### src/rtl/cu_hmi_tx.sv
// HMI return-path transmitter: header, NBYTES RAM bytes and XOR checksum
// sent as 8N1 UART, LSB first, back-to-back with no inter-byte gap.
module cu_hmi_tx #(
  parameter int unsigned CLKS_PER_BIT = 163,
  parameter int unsigned NBYTES       = 6
) (
  input  logic       clk,
  input  logic       res,
  input  logic       cmd_read,
  input  logic       dev_sel,
  input  logic [4:0] pkt_addr,
  output logic [7:0] mem_addr,
  input  logic [7:0] mem_data,
  output logic       txd,
  output logic       busy,
  output logic       done
);

  localparam logic [15:0] CPB_M1 = 16'(CLKS_PER_BIT - 1);
  localparam logic [3:0]  NB     = 4'(NBYTES);

  typedef enum logic [2:0] {
    IDLE, START, DATA, STOP, CHKSTOP
  } state_e;

  state_e      state_q, state_d;
  logic [15:0] baud_q, baud_d;
  logic [2:0]  bit_q, bit_d;
  logic [3:0]  idx_q, idx_d;
  logic [7:0]  sh_q, sh_d;
  logic [7:0]  nxt_q, nxt_d;
  logic [7:0]  csum_q, csum_d;
  logic [4:0]  lat_q, lat_d;
  logic [7:0]  addr_q, addr_d;
  logic        fetch_q, fetch_d;
  logic        chk_q, chk_d;
  logic        last;
  logic        cap;

  assign mem_addr = addr_q;
  assign last     = (baud_q == CPB_M1);
  // RAM data for the fetch is valid on the second cycle of the stop bit
  assign cap      = fetch_q && (baud_q == 16'd1);

  always_comb begin
    state_d = state_q;
    baud_d  = baud_q;
    bit_d   = bit_q;
    idx_d   = idx_q;
    sh_d    = sh_q;
    nxt_d   = nxt_q;
    csum_d  = csum_q;
    lat_d   = lat_q;
    addr_d  = addr_q;
    fetch_d = fetch_q;
    chk_d   = chk_q;
    txd     = 1'b1;
    busy    = (state_q != IDLE);
    done    = 1'b0;
    if (state_q != IDLE) begin
      baud_d = last ? 16'd0 : baud_q + 16'd1;
    end
    unique case (state_q)
      IDLE: begin
        if (cmd_read && dev_sel) begin
          lat_d   = pkt_addr;
          sh_d    = {3'b101, pkt_addr};
          csum_d  = {3'b101, pkt_addr};
          idx_d   = 4'd0;
          chk_d   = 1'b0;
          baud_d  = 16'd0;
          state_d = START;
        end
      end
      START: begin
        txd = 1'b0;
        if (last) begin
          bit_d   = 3'd0;
          state_d = DATA;
        end
      end
      DATA: begin
        txd = sh_q[0];
        if (last) begin
          sh_d  = {1'b0, sh_q[7:1]};
          bit_d = bit_q + 3'd1;
          if (bit_q == 3'd7) begin
            if (chk_q) begin
              state_d = CHKSTOP;
            end else begin
              state_d = STOP;
              fetch_d = (idx_q < NB);
              addr_d  = (idx_q < NB) ? {lat_q, idx_q[2:0]} : addr_q;
            end
          end
        end
      end
      STOP: begin
        if (cap) begin
          nxt_d  = mem_data;
          csum_d = csum_q ^ mem_data;
          idx_d  = idx_q + 4'd1;
        end
        if (last) begin
          state_d = START;
          chk_d   = !fetch_q;
          if (fetch_q) sh_d = cap ? mem_data : nxt_q;
          else         sh_d = csum_q;
        end
      end
      CHKSTOP: begin
        if (last) begin
          done    = 1'b1;
          state_d = IDLE;
        end
      end
      default: state_d = IDLE;
    endcase
  end

  always_ff @(posedge clk or negedge res) begin
    if (!res) begin
      state_q <= IDLE;
      baud_q  <= '0;
      bit_q   <= '0;
      idx_q   <= '0;
      sh_q    <= '0;
      nxt_q   <= '0;
      csum_q  <= '0;
      lat_q   <= '0;
      addr_q  <= '0;
      fetch_q <= 1'b0;
      chk_q   <= 1'b0;
    end else begin
      state_q <= state_d;
      baud_q  <= baud_d;
      bit_q   <= bit_d;
      idx_q   <= idx_d;
      sh_q    <= sh_d;
      nxt_q   <= nxt_d;
      csum_q  <= csum_d;
      lat_q   <= lat_d;
      addr_q  <= addr_d;
      fetch_q <= fetch_d;
      chk_q   <= chk_d;
    end
  end

endmodule

### config.mk
export PLATFORM = sky130hd
export DESIGN_NAME = cu_hmi_tx
export DESIGN_NICKNAME = d
export VERILOG_FILES = /design/src/rtl/cu_hmi_tx.sv
export SDC_FILE = /design/constraint.sdc
export NUM_CORES = 1
export LEC_CHECK = 0
export BUFFER_PORTS_ARGS = -buffer_cell sky130_fd_sc_hd__buf_2
export CORE_UTILIZATION = 55
export CTS_CLUSTER_DIAMETER = 30
export DETAILED_ROUTE_END_ITERATION = 6
export PLACE_DENSITY = 0.86
export SETUP_SLACK_MARGIN = 0.3
export SYNTH_ARGS = -nofsm -noshare
export SYNTH_HDL_FRONTEND = slang
export SYNTH_SLANG_ARGS = --single-unit
### constraint.sdc
create_clock -name clk -period 3.6 [get_ports clk]
set_clock_uncertainty 0.2 [all_clocks]
set_input_delay 0.18 -clock clk [delete_from_list [all_inputs] [get_ports clk]]
set_output_delay 0.18 -clock clk [all_outputs]
set_load 0.005 [all_outputs]
==> impl_metrics.ini, run 1 <==
[placement]
portBuffers = 27
placedCellCount = 439
dp_hpwl_um = 5380
place_congestion = 0.842

[logic_synthesis]
ys_warn_count = 0
synth-seq-cells = 65
synth-compound-area-share_pct = 19.4
yosys.cell_types.count = 60
synthDominantCellAreaShare_pct = 45.8
synth.largest_area_cell = dfrtp_1
synthAdderAreaFrac_pct = 2.11
syn-cell-area_sq_um = 3550
synth_nets = 371
synth_area_per_cell_sq_um = 10.2
synth-xor-area-share_pct = 0.493
yosys.area_share.simple_pct = 18.3
synth_seq_area_share_pct = 45.8
number_of_instances_in_the_synthesized_netlist = 348
synth.area.top_cells = dfrtp_1, a21oi_1, o21ai_0
synth_top_flop_cell = dfrtp_1
muxShareOfSynthArea_pct = 9.97
main_combinational_cell_family_by_area_after_synthesis = compound AO/OA/AOI/OAI gates
synth_edf_count = 0
async_reset_ff_share_pct = 100

[floorplanning]
die-width_um = 82.4
floorplan.die_area_sq_um = 6780
boundaryPins = 28
starting_density_pct = 58.6
num_rows = 28
coreArea_sq_um = 6060
dieHeight_um = 82.4

[timing]
final_cycle_utilization_of_the_critical_path_pct = 72.4
final_slew_violations = 0
slew_at_the_pin_closest_to_its_max_slew_limit_ps = 934
finalHoldViolCount = 0
max_freq_mhz = 384
fin_setup_tns_ps = 0
report.final.setup_viol = 0
grt_setup_unrepaired = no
min_period_ps = 2610
timing.max_slew.rel_slack_pct = 37.7

[clock_network]
cts.clk_slew.worst_paths_ps = 70
cts.sink_count = 65
clockBufferDepth = 2
cts_repair_resize_count = 0
cts_tree = yes
clkLatencyLatePin_ps = 350
clock_tree.htree_level_count = 3
cts-buffers-inserted = 9
cts.root.buffer_cell = clkbuf_8

[route]
route.antenna.remaining_nets = 0
first_pass_iters = 4
drt_iter0_drc = 206
detail_route.wl_per_cell_um = 17.1
wire_length_after_detailed_routing_um = 8020
post_drt_via_cell_ratio = 6.18
via_count = 2899
detail_route.drc_violations = 0

[layout]
fraction_of_layout_cells_with_a_size_suffix_above_1_pct = 20.6
post_layout_nonfiller_instances = 469
area_delta_synth_final_pct = 14.3
fin_nets = 412
most-common-layout-cells = dfrtp_1, a21oi_1, o21ai_0, nand2_1, buf_2
total_inserted_antenna_cells = 0
layout_commonest_cell = dfrtp_1
finish.utilization_pct = 66.9

[power_and_ir_drop]
power_leakage_nw = 1.90
post-layout-total-power_mw = 1.48
max-vdd-ir-drop_uv = 316
power_density_nw_per_um2 = 365

[critical_path]
cp_max_fo = 21
arrival_ps = 2650
timing.critical_path.from_type = flop
timing_worst_setup_path_type = reg -> reg
cp-end-kind = flop
timing.critical_path.required_ps = 3640

[global_routing]
grt_pass1_vias = 2786
antenna_found_initial = 0
grt_pass1_wl_um = 13800
grt_use_total_pct = 27.7
grt-ovfl-total = 0
grt_max_degree = 43

[hold_path]
hold_path.class = in -> reg

[outcome]
outcome = finished clean

[flow_run]
max_cap_viols = 0
state kept, by name, summed over array words and instances (netlist names):
signal    cells
fetch_q       1
baud_q       16
nxt_q         8
lat_q         5
chk_q         1
state_q       3
mem_addr      8
idx_q         4
sh_q          8
bit_q         3
csum_q        8
repair_timing:
item                                   CTS  global route
endpoints found under the hold margin   60             0
setup buffers                            0             0
hold buffers                            14             0
layer usage:
metal | global-route usage [%] | part of all wire (%) | vias to the layer above
met5 | 0 | 0 | -
met1 | 38.2 | 46 | 1393
met2 | 41.0 | 45 | 116
li1 | - | - | 1372
met4 | 12.8 | 2.3 | 0
met3 | 6.70 | 6.9 | 18
cells in the mapped netlist (3+ instances only):
| library cell | count |
|---|---|
| and4_1 | 4 |
| o2bb2ai_1 | 3 |
| nor4_4 | 3 |
| o22a_1 | 6 |
| and3_1 | 3 |
| nand3_1 | 10 |
| ha_1 | 6 |
| clkbuf_1 | 6 |
| nand2_1 | 27 |
| nor3_1 | 6 |
| a21oi_1 | 40 |
| nand2b_1 | 4 |
| a21o_1 | 5 |
| mux2_2 | 11 |
| mux2i_1 | 11 |
| mux2_4 | 8 |
| o21ai_1 | 3 |
| a31oi_1 | 8 |
| inv_1 | 11 |
| nand4_1 | 3 |
| nor3b_1 | 10 |
| o21ai_0 | 34 |
| buf_2 | 6 |
| dfrtp_1 | 65 |
| nor2_1 | 11 |
critical path, cell delays in order (launching register included):
cell     delay (ps)
dfrtp_1         620
nor3_1          290
buf_4           220
nand3_1         320
o21ai_1         530
nand2_1         130
o22a_1          190
path summary, 6_finish.rpt:
path | startpoint | to | slack (ps) | depth (start not counted)
min | dev_sel | sh_q[7] | 40 | 3
min reg2reg | mem_addr[7] | mem_addr[7] | 310 | 1
min in group asynchronous | res | mem_addr[5] | 310 | 2
max reg2reg | state_q[0] | sh_q[0] | 990 | 6
max | state_q[0] | sh_q[0] | 990 | 6
max in group asynchronous | res | bit_q[0] | 2130 | 3
per-stage QoR:
stage / setup WS (ps) / area (sq um) / hold slack (ps)
floorplan: 1460 / 3550 / -316
global placement: 1160 / 3720 / 159
detailed placement: 1030 / 3720 / 168
CTS: 1020 / 4060 / 26.7
global route: 798 / 4060 / 28.1
finish: 993 / 4060 / 36.7
power by group:
group	total [mW]	switching [mW]	internal, mW
clock	0.593	0.285	0.308
combinational	0.0872	0.0445	0.0427
sequential	0.799	0.0468	0.752
total	1.48	0.376	1.10
cell type report:
type | count | area [sq um]
clock buffer | 13 | 169
clock inverter | 3 | 23.8
fill | 452 | 2000
inverter | 11 | 41.3
multi-input combinational | 255 | 1780
sequential | 65 | 1630
tap | 75 | 93.8
timing repair buffer | 47 | 320
cell families (layout without fill, tap and decap cells):
| group | after synthesis | after routing |
|---|---|---|
| xor+xnor | 2 | 2 |
| fa+ha+maj | 6 | 6 |
| buf+inv | 28 | 74 |
| simple gates | 101 | 101 |
| mux | 30 | 30 |
| flops | 65 | 65 |
| compound gates | 116 | 116 |
Note: power is estimated with default switching activity, not from simulation.
==> inputs of run 2 (changes only) <==
- ABC_AREA: unset -> 1
- CORE_UTILIZATION: 55 -> 54
- PLACE_DENSITY: 0.86 -> 0.88
- clock period: 3.6 -> 2.33 ns (I/O delays scaled with it)
==> run 2 against run 1 <==
Net effect:
- global-route usage hardly changed
- clock power is 59% higher
- critical path depth is 5 higher
- register-to-register slack worse by 650 ps
- utilization is 1.4 points lower
- setup slack worse by 650 ps
==> impl_metrics.ini, run 2 <==
[outcome]
outcome = finished clean

[logic_synthesis]
synth-seq-cells = 65
synth_nets = 507
synth.area.top_cells = dfrtp_1, nand2_1, inv_1
synth_area_per_cell_sq_um = 7.77
synth_edf_count = 0
number_of_instances_in_the_synthesized_netlist = 484
synthDominantCellAreaShare_pct = 43.2
yosysMostFrequentCell = nand2_1
ys_warn_count = 0
yosys.cell_types.count = 38
async_reset_ff_share_pct = 100
synth_seq_area_share_pct = 43.2
synth.cells.most_frequent = nand2_1, dfrtp_1, inv_1
synth_top_flop_cell = dfrtp_1
synth.largest_area_cell = dfrtp_1
syn-cell-area_sq_um = 3760

[critical_path]
cell_seen_most_often_among_critical_path_stages = nand2_1
arrival_ps = 2020
crit_family = simple AND/OR/NAND/NOR gates
timing.critical_path.from_type = flop
timing_worst_setup_path_type = reg -> reg
timing.critical_path.cells = nor2_4, nand2_8, inv_4, nand2_4, o21ai_1, inv_1, o21ai_4, buf_4, nor2_1, nand2_1, nand2_1
cp_max_fo = 14
critical_path.slowest_cell = dfrtp_2
worst-path-buf-inv = 3
crit_path_max_incr_delay_ps = 480
cp-end-kind = flop
timing.critical_path.required_ps = 2360

[layout]
layout_commonest_cell = nand2_1
total_inserted_antenna_cells = 0
fin_nets = 568
fraction_of_layout_cells_with_a_size_suffix_above_1_pct = 21.4
final_non_filler_cell_area_sq_um = 4430
max_reg_flops = 16
area_delta_synth_final_pct = 17.8
most-common-layout-cells = nand2_1, inv_1, dfrtp_1, o21ai_0, nand3_1
regMostFlops = baud_q

[route]
first_pass_iters = 7
detail_route.wl_per_cell_um = 15.1
post_drt_via_cell_ratio = 5.71
detail_route.drc_violations = 0
drt_iter0_drc = 485
route.antenna.remaining_nets = 0
via_count = 3587
wire_length_after_detailed_routing_um = 9480

[floorplanning]
dieHeight_um = 85.5
floorplan.die_area_sq_um = 7300
starting_density_pct = 55.7
num_rows = 30
coreArea_sq_um = 6760
die-width_um = 85.5
boundaryPins = 28

[placement]
place_congestion = 0.909
placed_cell_area_sq_um = 3940
portBuffers = 27
dp_hpwl_um = 6320

[timing]
min_period_ps = 1990
finalHoldViolCount = 0
max_freq_mhz = 503
final_slew_violations = 0
fin_setup_tns_ps = 0
timing.max_slew.rel_slack_pct = 70.3
slew_at_the_pin_closest_to_its_max_slew_limit_ps = 446
grt_setup_unrepaired = no
final_cycle_utilization_of_the_critical_path_pct = 85.3
report.final.setup_viol = 0

[clock_network]
cts.clk_slew.worst_paths_ps = 70
cts.root.buffer_cell = clkbuf_8
cts-buffers-inserted = 9
clkLatencyLatePin_ps = 350
clock_tree.htree_level_count = 3
clockBufferDepth = 2
cts_tree = yes
cts.sink_count = 65

[global_routing]
grt.busiest_layer = met2
grt_pass1_vias = 3439
grt_max_degree = 29
use_met2_pct = 43.1
grt-ovfl-total = 0
grt_use_total_pct = 27.7
grtUsageMet3_pct = 7.30
grt_pass1_wl_um = 15800
globalRouteMet1Util_pct = 35.9
antenna_found_initial = 0

[power_and_ir_drop]
max-vdd-ir-drop_uv = 411
power_leakage_nw = 2.30
power_density_nw_per_um2 = 492

[flow_run]
max_cap_viols = 0

[hold_path]
hold_path.class = in -> async
-- run 2: repair_timing --
action / 4_1_cts / 5_1_grt
hold buffers: 15 / 0
pin swaps: 1 / 5
gates resized for setup: 3 / 12
buffers inserted: 1 / 13
endpoints found under the hold margin: 65 / 0
setup endpoints to repair: 19 / 28
-- run 2: worst paths after layout --
| check | depth (start not counted) | slack [ps] | to | from |
|---|---|---|---|---|
| min in group clk | 4 | 70 | baud_q[11] | cmd_read |
| min reg2reg | 2 | 280 | sh_q[0] | sh_q[0] |
| max in group asynchronous | 3 | 1120 | baud_q[0] | res |
| max | 11 | 340 | sh_q[2] | state_q[1] |
| max reg2reg | 11 | 340 | sh_q[2] | state_q[1] |
| min | 2 | 40 | idx_q[0] | res |
-- run 2: layout make-up --
type                       count  area, sq um
clock buffer                  10          138
fill                         510         2320
inverter                      72          288
clock inverter                 4         45.0
multi-input combinational    335         1790
tap                           80          100
timing repair buffer          62          439
sequential                    65         1630
-- run 2: kinds of logic (layout without fill, tap and decap cells) --
family,count (synthesis),in the layout,share of synthesized area (%)
and+or+nand+nor,238,238,29.8
AOI/OAI and AO/OA,85,85,13.4
buffers and inverters,84,148,10.1
DFF,65,65,43.2
adders and majority gates,6,6,2.00
xor gates and xnor gates,6,6,1.40
-- run 2: report_power, final --
| group | switching [mW] | internal, mW | total (mW) |
|---|---|---|---|
| logic | 0.0591 | 0.0371 | 0.0962 |
| registers | 0.00392 | 1.14 | 1.14 |
| clock network | 0.436 | 0.506 | 0.942 |
| total | 0.499 | 1.68 | 2.18 |
-- run 2: layer usage --
layer	share of wire, %	up-vias	wire (um)
li1	-	1668	-
met1	41	1699	3930
met2	48	190	4550
met3	7.8	30	738
met4	2.9	0	271
met5	0	-	0
-- run 2: stage by stage --
stage | setup slack (ps) | util [%] | hold WS, ps | cells | power (mW)
floorplan | 519 | - | -379 | 484 | 1.18
global placement | 293 | 58.4 | -117 | 585 | 1.23
detailed placement | 205 | 58.4 | -119 | 585 | 1.24
CTS | 323 | 63.6 | 18.6 | 615 | 2.18
global route | 239 | 65.6 | 64.2 | 628 | 2.25
finish | 342 | 65.6 | 41.6 | 628 | 2.18
